$ cat config.mk
export PLATFORM = sky130hd
export DESIGN_NAME = fsm_run_arbiter_flat
export DESIGN_NICKNAME = d
export VERILOG_FILES = /design/src/rtl/fsm_run_arbiter_if.sv /design/src/rtl/fsm_run_arbiter.sv /design/src/flat_wrapper.sv
export SDC_FILE = /design/constraint.sdc
export NUM_CORES = 1
export LEC_CHECK = 0
export ABC_AREA = 1
export BUFFER_PORTS_ARGS = -buffer_cell sky130_fd_sc_hd__buf_2
export CELL_PAD_IN_SITES_DETAIL_PLACEMENT = 2
export CELL_PAD_IN_SITES_GLOBAL_PLACEMENT = 2
export CORE_UTILIZATION = 29
export CTS_BUF_LIST = sky130_fd_sc_hd__clkbuf_4
export CTS_CLUSTER_SIZE = 20
export DETAILED_ROUTE_END_ITERATION = 12
export PLACE_DENSITY_LB_ADDON = 0.1
export SETUP_SLACK_MARGIN = 0.05
export SYNTH_ARGS = -nofsm -noshare
export SYNTH_HDL_FRONTEND = slang
export SYNTH_SLANG_ARGS = --single-unit
$ cat constraint.sdc
create_clock -name clk -period 2 [get_ports clk]
set_input_delay 0.2 -clock clk [delete_from_list [all_inputs] [get_ports clk]]
set_output_delay 0.2 -clock clk [all_outputs]
set_load 0.01 [all_outputs]
$ cat src/rtl/fsm_run_arbiter_if.sv
// Request/grant handshake and five-state sequence FSM drive bus for fsm_run_arbiter.
// master: the arbiter side; slave: the requesters plus the shared FSM instance.
interface fsm_run_arbiter_if #(
  parameter int unsigned NUM_REQ = 4
);
  logic [NUM_REQ-1:0] req;
  logic [NUM_REQ-1:0] gnt;
  logic [NUM_REQ-1:0] done;
  logic [NUM_REQ-1:0] err;
  logic               busy;
  logic               fsm_A;
  logic               fsm_B;
  logic               fsm_C;
  logic [3:0]         fsm_D;
  logic               fsm_rstN;
  logic [2:0]         fsm_Q;

  modport master (
    input  req,
    input  fsm_Q,
    output gnt,
    output done,
    output err,
    output busy,
    output fsm_A,
    output fsm_B,
    output fsm_C,
    output fsm_D,
    output fsm_rstN
  );

  modport slave (
    output req,
    output fsm_Q,
    input  gnt,
    input  done,
    input  err,
    input  busy,
    input  fsm_A,
    input  fsm_B,
    input  fsm_C,
    input  fsm_D,
    input  fsm_rstN
  );
endinterface

$ cat src/rtl/fsm_run_arbiter.sv
// Round-robin arbiter that walks one shared five-state sequence FSM through S0..S4 per grant.
// Define FSM_RUN_STATS_EN to add saturating run_cnt/err_cnt outputs.
module fsm_run_arbiter #(
  parameter int unsigned NUM_REQ = 4,
  parameter int unsigned TIMEOUT = 15,
  parameter logic [3:0]  D_CODE1 = 4'b0100,
  parameter logic [3:0]  D_CODE2 = 4'b1000
) (
  input  logic               clk,
  input  logic               rstN,
`ifdef FSM_RUN_STATS_EN
  output logic [7:0]         run_cnt,
  output logic [7:0]         err_cnt,
`endif
  fsm_run_arbiter_if.master  bus
);

  localparam int unsigned IdxW = (NUM_REQ > 1) ? $clog2(NUM_REQ) : 1;
  localparam logic [IdxW-1:0]    LastIdx    = IdxW'(NUM_REQ - 1);
  localparam logic [7:0]         TimeoutCnt = 8'(TIMEOUT);
  localparam logic [NUM_REQ-1:0] OneHot0    = {{(NUM_REQ-1){1'b0}}, 1'b1};

  localparam logic [2:0] StIdle   = 3'd0;
  localparam logic [2:0] StWaitS1 = 3'd1;
  localparam logic [2:0] StWaitS2 = 3'd2;
  localparam logic [2:0] StWaitS3 = 3'd3;
  localparam logic [2:0] StWaitS4 = 3'd4;
  localparam logic [2:0] StDone   = 3'd5;
  localparam logic [2:0] StAbort  = 3'd6;

  logic [2:0]      state_q, state_d;
  logic [IdxW-1:0] gidx_q, gidx_d;
  logic [IdxW-1:0] rr_q, rr_d;
  logic [7:0]      cnt_q, cnt_d;

  logic            pick_vld;
  logic [IdxW-1:0] pick_idx;
  logic [IdxW-1:0] cand;

  logic [2:0]      exp_q;
  logic [2:0]      w_next;
  logic            in_wait;
  logic            q_hit;

  logic [NUM_REQ-1:0] gidx_oh;
  logic [NUM_REQ-1:0] gnt;
  logic [NUM_REQ-1:0] done;
  logic [NUM_REQ-1:0] err;
  logic               drv_a;
  logic               drv_b;
  logic [3:0]         drv_d;

  // First set request at or after the rr pointer, wrapping around.
  always_comb begin
    pick_vld = 1'b0;
    pick_idx = '0;
    cand     = '0;
    for (int unsigned i = 0; i < NUM_REQ; i++) begin
      cand = IdxW'((32'(rr_q) + i) % NUM_REQ);
      if (!pick_vld && bus.req[cand]) begin
        pick_vld = 1'b1;
        pick_idx = cand;
      end
    end
  end

  always_comb begin
    exp_q   = 3'b000;
    w_next  = StIdle;
    in_wait = 1'b1;
    case (state_q)
      StWaitS1: begin
        exp_q  = 3'b011;
        w_next = StWaitS2;
      end
      StWaitS2: begin
        exp_q  = 3'b100;
        w_next = StWaitS3;
      end
      StWaitS3: begin
        exp_q  = 3'b000;
        w_next = StWaitS4;
      end
      StWaitS4: begin
        exp_q  = 3'b111;
        w_next = StDone;
      end
      default: in_wait = 1'b0;
    endcase
  end

  assign q_hit = in_wait && (bus.fsm_Q == exp_q);

  // A match on the same cycle the counter reaches TIMEOUT still advances.
  always_comb begin
    state_d = state_q;
    gidx_d  = gidx_q;
    rr_d    = rr_q;
    cnt_d   = cnt_q;
    case (state_q)
      StIdle: begin
        if (pick_vld) begin
          state_d = StWaitS1;
          gidx_d  = pick_idx;
          rr_d    = (pick_idx == LastIdx) ? '0 : pick_idx + 1'b1;
          cnt_d   = '0;
        end
      end
      StWaitS1, StWaitS2, StWaitS3, StWaitS4: begin
        if (q_hit) begin
          state_d = w_next;
          cnt_d   = '0;
        end else if (cnt_q == TimeoutCnt) begin
          state_d = StAbort;
          cnt_d   = '0;
        end else begin
          cnt_d   = cnt_q + 8'd1;
        end
      end
      default: begin
        state_d = StIdle;
        cnt_d   = '0;
      end
    endcase
  end

  always_ff @(posedge clk or negedge rstN) begin
    if (!rstN) begin
      state_q <= StIdle;
      gidx_q  <= '0;
      rr_q    <= '0;
      cnt_q   <= '0;
    end else begin
      state_q <= state_d;
      gidx_q  <= gidx_d;
      rr_q    <= rr_d;
      cnt_q   <= cnt_d;
    end
  end

  assign gidx_oh = OneHot0 << gidx_q;

  always_comb begin
    gnt   = '0;
    done  = '0;
    err   = '0;
    drv_a = 1'b0;
    drv_b = 1'b0;
    drv_d = 4'b0000;
    case (state_q)
      StWaitS1: begin
        gnt   = gidx_oh;
        drv_b = 1'b1;
      end
      StWaitS2: begin
        gnt   = gidx_oh;
        drv_d = D_CODE1;
      end
      StWaitS3: begin
        gnt   = gidx_oh;
        drv_a = 1'b1;
        drv_b = 1'b1;
      end
      StWaitS4: begin
        gnt   = gidx_oh;
        drv_d = D_CODE2;
      end
      StDone:  done = gidx_oh;
      StAbort: err  = gidx_oh;
      default: ;
    endcase
  end

  assign bus.gnt      = gnt;
  assign bus.done     = done;
  assign bus.err      = err;
  assign bus.busy     = (state_q != StIdle);
  assign bus.fsm_A    = drv_a;
  assign bus.fsm_B    = drv_b;
  assign bus.fsm_C    = 1'b0;
  assign bus.fsm_D    = drv_d;
  // Held low with the system reset and for the single abort cycle.
  assign bus.fsm_rstN = rstN & (state_q != StAbort);

`ifdef FSM_RUN_STATS_EN
  logic [7:0] run_cnt_q;
  logic [7:0] err_cnt_q;

  always_ff @(posedge clk or negedge rstN) begin
    if (!rstN) begin
      run_cnt_q <= 8'h00;
      err_cnt_q <= 8'h00;
    end else begin
      if (state_q == StDone && run_cnt_q != 8'hFF) begin
        run_cnt_q <= run_cnt_q + 8'd1;
      end
      if (state_q == StAbort && err_cnt_q != 8'hFF) begin
        err_cnt_q <= err_cnt_q + 8'd1;
      end
    end
  end

  assign run_cnt = run_cnt_q;
  assign err_cnt = err_cnt_q;
`endif

endmodule

$ cat src/flat_wrapper.sv
// flat-port wrapper written by rule: the top's interface ports become plain ports
module fsm_run_arbiter_flat 
#(
  parameter int unsigned NUM_REQ = 4,
  parameter int unsigned TIMEOUT = 15,
  parameter logic [3:0]  D_CODE1 = 4'b0100,
  parameter logic [3:0]  D_CODE2 = 4'b1000
)
  (clk, rstN, bus_req, bus_fsm_Q, bus_gnt, bus_done, bus_err, bus_busy, bus_fsm_A, bus_fsm_B, bus_fsm_C, bus_fsm_D, bus_fsm_rstN);
  fsm_run_arbiter_if #(.NUM_REQ(NUM_REQ)) bus_i ();
  input  logic clk;
  input  logic rstN;
  input wire logic [$bits(bus_i.req)-1:0] bus_req;
  input wire logic [$bits(bus_i.fsm_Q)-1:0] bus_fsm_Q;
  output wire logic [$bits(bus_i.gnt)-1:0] bus_gnt;
  output wire logic [$bits(bus_i.done)-1:0] bus_done;
  output wire logic [$bits(bus_i.err)-1:0] bus_err;
  output wire logic [$bits(bus_i.busy)-1:0] bus_busy;
  output wire logic [$bits(bus_i.fsm_A)-1:0] bus_fsm_A;
  output wire logic [$bits(bus_i.fsm_B)-1:0] bus_fsm_B;
  output wire logic [$bits(bus_i.fsm_C)-1:0] bus_fsm_C;
  output wire logic [$bits(bus_i.fsm_D)-1:0] bus_fsm_D;
  output wire logic [$bits(bus_i.fsm_rstN)-1:0] bus_fsm_rstN;
  assign bus_i.req = bus_req;
  assign bus_i.fsm_Q = bus_fsm_Q;
  assign bus_gnt = bus_i.gnt;
  assign bus_done = bus_i.done;
  assign bus_err = bus_i.err;
  assign bus_busy = bus_i.busy;
  assign bus_fsm_A = bus_i.fsm_A;
  assign bus_fsm_B = bus_i.fsm_B;
  assign bus_fsm_C = bus_i.fsm_C;
  assign bus_fsm_D = bus_i.fsm_D;
  assign bus_fsm_rstN = bus_i.fsm_rstN;
  fsm_run_arbiter #(.NUM_REQ(NUM_REQ), .TIMEOUT(TIMEOUT), .D_CODE1(D_CODE1), .D_CODE2(D_CODE2)) u_core (.clk(clk), .rstN(rstN), .bus(bus_i));
endmodule
== Word-level counts from Yosys, hierarchy flattened ==
Cells that the tools add are included.
Operators by class
  muxes and demuxes: 34
  $add $sub $neg: 5
  shift operators: 1
  $lt $le $gt $ge: 4
  reduce and logical (&&, ||, !) cells: 13
  equality and inequality tests: 12
  bitwise logic cells: 1
Operators by type and width (count)
  2-to-1 mux 8 bit: 3
  case mux 8 bit (2 select lines): 1
  < comparator 2 x 3 -> 1 bit, second input constant: 4
  2-to-1 mux 4 bit: 3
  case mux 3 bit (4 select lines): 1
  2-to-1 mux 1 bit: 11
  2-to-1 mux 2 bit: 5
  equality test 3 bit, second input constant: 3
  2-to-1 mux 3 bit: 3
  case mux 3 bit (3 select lines): 1
  adder 8 x 1 -> 8 bit, second input constant: 1
  binary-select mux 1 bit (select 2 bit): 4
  equality test 8 x 4 -> 1 bit, second input constant: 1
  case mux 4 bit (2 select lines): 1
  equality test 3 x 2 -> 1 bit, second input constant: 2
  case mux 3 bit (2 select lines): 1
  adder 2 x 1 -> 2 bit, second input constant: 2
  adder 2 bit, second input constant: 2
  logical AND 1 bit: 4
  AND reduction 2 bit: 2
  OR reduction 4 bit: 1
  left shift 1 x 2 -> 4 bit, first input constant: 1
  equality test 3 x 1 -> 1 bit, second input constant: 1
  equality test 3 bit: 1
  9 further kinds: 11
Word-level totals
  input bits: 9
  bits in registers: 15

== Logic depth before layout (Yosys ltp) ==
  depth in word-level cells: 14
  mapped depth: 14

== Least setup slack after synthesis ==
Ideal clock, no wire load.
  path kind: register to register
  from: register u_core.rr_q[0]
  to: register u_core.cnt_q[6]
  path slack: 0.450 ns
  data arrival time: 1.433 ns
  cell stages (with the launch flop): 13
  path buffers: 2
  cell sequence: dfrtp_1 buf_6 inv_6 nand2_1 nand3_1 nand2_2 nor2_8 nand2_2 nor2_2 nand2_2 buf_6 a21oi_2 nor2_1
On the way
  word-level cells in the longest chain between the ends: 13
  elaborated cells on any way between the ends: 22
  classes of those cells: 3 x add/sub; 1 x eq/ne; 12 x mux; 6 x reduce/logical
Ends and longest elaborated chain
  start: declaration: line fsm_run_arbiter.sv:33  | logic [IdxW-1:0] rr_q, rr_d;
  start signal: assignment: line fsm_run_arbiter.sv:136  | rr_q <= rr_d;
  branches (longest 11 deep; another with adder 2 x 1 -> 2 bit)
  2-to-1 mux 1 bit *: line fsm_run_arbiter.sv:60  | if (!pick_vld && bus.req[cand]) begin
  != test 2 x 1 -> 1 bit (no line) *
  end signal: assignment: line fsm_run_arbiter.sv:137  | cnt_q <= cnt_d;
  end: declaration: line fsm_run_arbiter.sv:34  | logic [7:0] cnt_q, cnt_d;
Mark *: on every way between the ends. The select of a mux whose other input is x is not followed.
A chain may end at the register's enable or synchronous reset.

== Final worst setup path ==
  from: register u_core.state_q[1]
  to: output bus_gnt[2]
On the way
  word-level cells in the longest chain between the ends: 3
  elaborated cells on any way between the ends: 6
  classes of those cells: 4 x eq/ne; 1 x mux; 1 x reduce/logical
Ends and longest elaborated chain
  start: declaration: line fsm_run_arbiter.sv:31  | logic [2:0] state_q, state_d;
  start signal: assignment: line fsm_run_arbiter.sv:129  | state_q <= StIdle;
  start signal: assignment: line fsm_run_arbiter.sv:134  | state_q <= state_d;
  equality test 3 x 1 -> 1 bit, or another cell as far along: line fsm_run_arbiter.sv:150  | case (state_q)
  OR reduction 4 bit (no line) *
  2-to-1 mux 4 bit *: line fsm_run_arbiter.sv:150
  end: declaration: line flat_wrapper.sv:15  | output wire logic [$bits(bus_i.gnt)-1:0] bus_gnt;
Mark *: on every way between the ends. The rest lies on a longest branch, timed or not.

==> out/qor.yml <==
global_routing:
  antenna_found_initial: 0
  grt_pass1_wl_um: 6880
  grt_use_total_pct: 17.8
  grt_pass1_vias: 1484
  grt_overflow: 0
  grt_start_max_net_pins: 16
power_and_ir_drop:
  p_leak_nw: 0.846
  p_sw_share_pct: 56.4
  ir_worst_vdd_v: 0.000474
  power.switching_w: 0.00139
  p_per_area_nw_per_um2: 1610
  power_w: 0.00246
  share_seq_of_total_power_pct: 23.2
  p_comb_share_pct: 68.9
  internal_power_w: 0.00107
  p_clk_share_pct: 7.9
sta:
  relSlewSlack_pct: 64.5
  fmax_mhz: 563
  worst_slew_pin_slew_ns: 0.528
  hold_viol: 0
  slew_violations: 0
  post-route-min-period_ns: 1.78
  setup_tns_ns: 0
  clock-skew-final_ns: 0.000752
  rsz0062_at_grt: "yes"
  finalSetupViolCount: 0
  finalCritPeriodShare_pct: 88.8
  worst_slack_ns: 0.224
place:
  place_congestion: 0.790
  dpl.hpwl_um: 3320
  port_buffers: 26
  placedInstanceArea_um2: 1470
  dp_slack_ns: 0.154
cells_and_area:
  n_fill_cell: 538
  layout_common_cells: "nand2_1 (68), buf_2 (26), inv_1 (25)"
  syn2layout_area_growth_pct: 17.1
  final_common_cell: "nand2_1"
  multi_input_area_um2: 783
  drive_gt1_share_pct: 26.1
  design_area_um2: 1530
  diodes: 0
  regArea_um2: 380
  fin_util_pct: 35.2
  fin_nets: 249
setup_path:
  regToRegSetupSlack_ns: 0.25
  worstPathRequired_ns: 1.80
  startpoint_type: "flip-flop"
  r2r_cells: 11
  crit_top_cell: "nand2_2"
  crit_buf_inv: 4
  path_delay_family: "flip-flops"
  cp-end-kind: "output port"
  cp_max_fo: 5
  setup.worst_path.class: "flip-flop to output port"
  crit_slowest_cell: "dfrtp_2"
  crit_arrival_ns: 1.58
  rr_startpoint: "u_core.rr_q[0]"
  r2r_end: "u_core.cnt_q[6]"
  critPathMaxStageDelay_ns: 0.46
  crit_path_cell_trace: "inv_2, nand2_2, nor2_4, inv_1, nand2_2, buf_4, nor2_1, buf_2"
yosys:
  seq_area_frac_synth_pct: 28.7
  synth_warnings: 0
  syn_inst: 209
  ys_ff_latch: 15
  syn_avg_cell_area_um2: 6.26
  ys_top_cells_by_area: "dfrtp_1 (29%), nand2_1 (20%), nand3_1 (7.3%)"
  yosys.area.top_type: "dfrtp_1"
  synth_top_area_share_pct: 28.7
  synth.cell_area_um2: 1310
  ys_types: 27
clocking:
  cts.clk_slew.worst_paths_ns: 0.10
  root_buffer: "clkbuf_4"
  cts_tree: "yes"
  post_cts_buffers: 0
  cts-htree-levels: 1
  cts.sinks: 15
  numCtsBuffers: 3
  clk_path_buf_depth: 2
  insertion_delay_ns: 0.28
detailed_routing:
  drc_errors: 0
  vias: 1358
  via_per_inst: 4.68
  wl_per_cell_um: 13.4
  first_pass_iters: 4
  ant_nets: 0
  drt_wl_total_um: 3890
  first_iter_violations: 37
worst_hold_path:
  whs_path_depth: 5
  min_to: "u_core.cnt_q[7]"
  hp-start: "bus_fsm_Q[2]"
  hold_class: "input pin to flip-flop"
die:
  io_pins: 30
  coreArea_um2: 4350
  initial_core_util_pct: 30.0
  die-width_um: 69.1
  row_count: 24
  design.die.area_um2: 4780
  die_h_um: 69.1
job:
  maxCapViolations: 0
outcome:
  status: "complete, no violations"
==> cell families after synthesis <==
group                      synth area share (%)
adders and majority gates                 0.957
and+or+nand+nor                            46.4
xor gates and xnor gates                   2.68
AOI/OAI and AO/OA                          7.94
buffers and inverters                      13.0
DFF                                        28.7
other                                     0.287
==> tightest hold or removal path, stage by stage <==
cell and delay, ns:
buf_2 0.09, nand2_1 0.05, nand2_1 0.07, nor2_2 0.07, o31ai_1 0.21
==> routing by layer <==
layer / wire (um) / share of wire, % / vias to the layer above / global-route usage, %
met2: 2090 / 54 / 9 / 32.6
li1: - / - / 700 / -
met3: 44 / 1.1 / 2 / 1.32
met4: 27 / 0.69 / 0 / 4.76
met5: 0 / 0 / - / 0
met1: 1720 / 44 / 647 / 22.2
==> what timing repair did <==
item                                    in CTS  in global routing
endpoints found under the setup margin       0                 15
gates resized for setup                      0                  7
endpoints found under the hold margin       15                  0
hold buffers                                 1                  0
==> worst max-delay path by stage <==
stage                      startpoint               to  slack [ns]  depth (start not counted)
floorplan              u_core.rr_q[0]  u_core.cnt_q[6]        0.45                         12
global placement       u_core.rr_q[0]  u_core.cnt_q[6]        0.20                         12
detailed placement     u_core.rr_q[0]  u_core.cnt_q[6]        0.15                         12
CTS                 u_core.state_q[0]       bus_gnt[2]        0.06                          8
global route           u_core.rr_q[0]  u_core.cnt_q[6]        0.02                         12
finish              u_core.state_q[1]       bus_gnt[2]        0.22                          8
==> cell usage after synthesis <==
library cell  instances
a21oi_1               1
a21oi_2               2
buf_4                 4
buf_6                 2
conb_1                1
dfrtp_1              15
ha_1                  1
inv_1                25
inv_2                 4
inv_6                 1
nand2_1              69
nand2_2               9
nand2_4               1
nand3_1              19
nand3b_1              2
nand4_1               2
nor2_1               22
nor2_2                5
nor2_8                1
nor3_1                1
nor4_1                2
o21ai_0               7
o21ai_1               6
o21ai_2               1
o31ai_1               1
or2_0                 1
xor2_1                4
==> cell type report <==
cell class	count	share of cell area (%)
clock buffer	4	1.96
inverter	30	7.68
multi-input combinational	160	51.1
sequential	15	24.8
tap	52	4.25
timing repair buffer	29	10.1
==> power groups by stage <==
stage               clock network (W)  logic (W)  registers [W]
finish                       0.000194    0.00169       0.000570
global route                 0.000220    0.00197       0.000595
CTS                          0.000208    0.00172       0.000564
detailed placement                  0    0.00171       0.000570
global placement                    0    0.00164       0.000556
floorplan                           0    0.00134       0.000484
==> sequential cells by signal, summed over array words and instances, names as in the netlist <==
signal,cells
u_core.state_q,3
u_core.cnt_q,8
u_core.rr_q,2
u_core.gidx_q,2
==> through the flow <==
stage,std cells,hold WS (ns)
after floorplan,211,-0.0956
after global placement,285,0.205
after detailed placement,285,0.213
after CTS,290,0.416
after global routing,290,0.455
final,290,0.425
No activity file was read; power rests on OpenSTA's default activity.
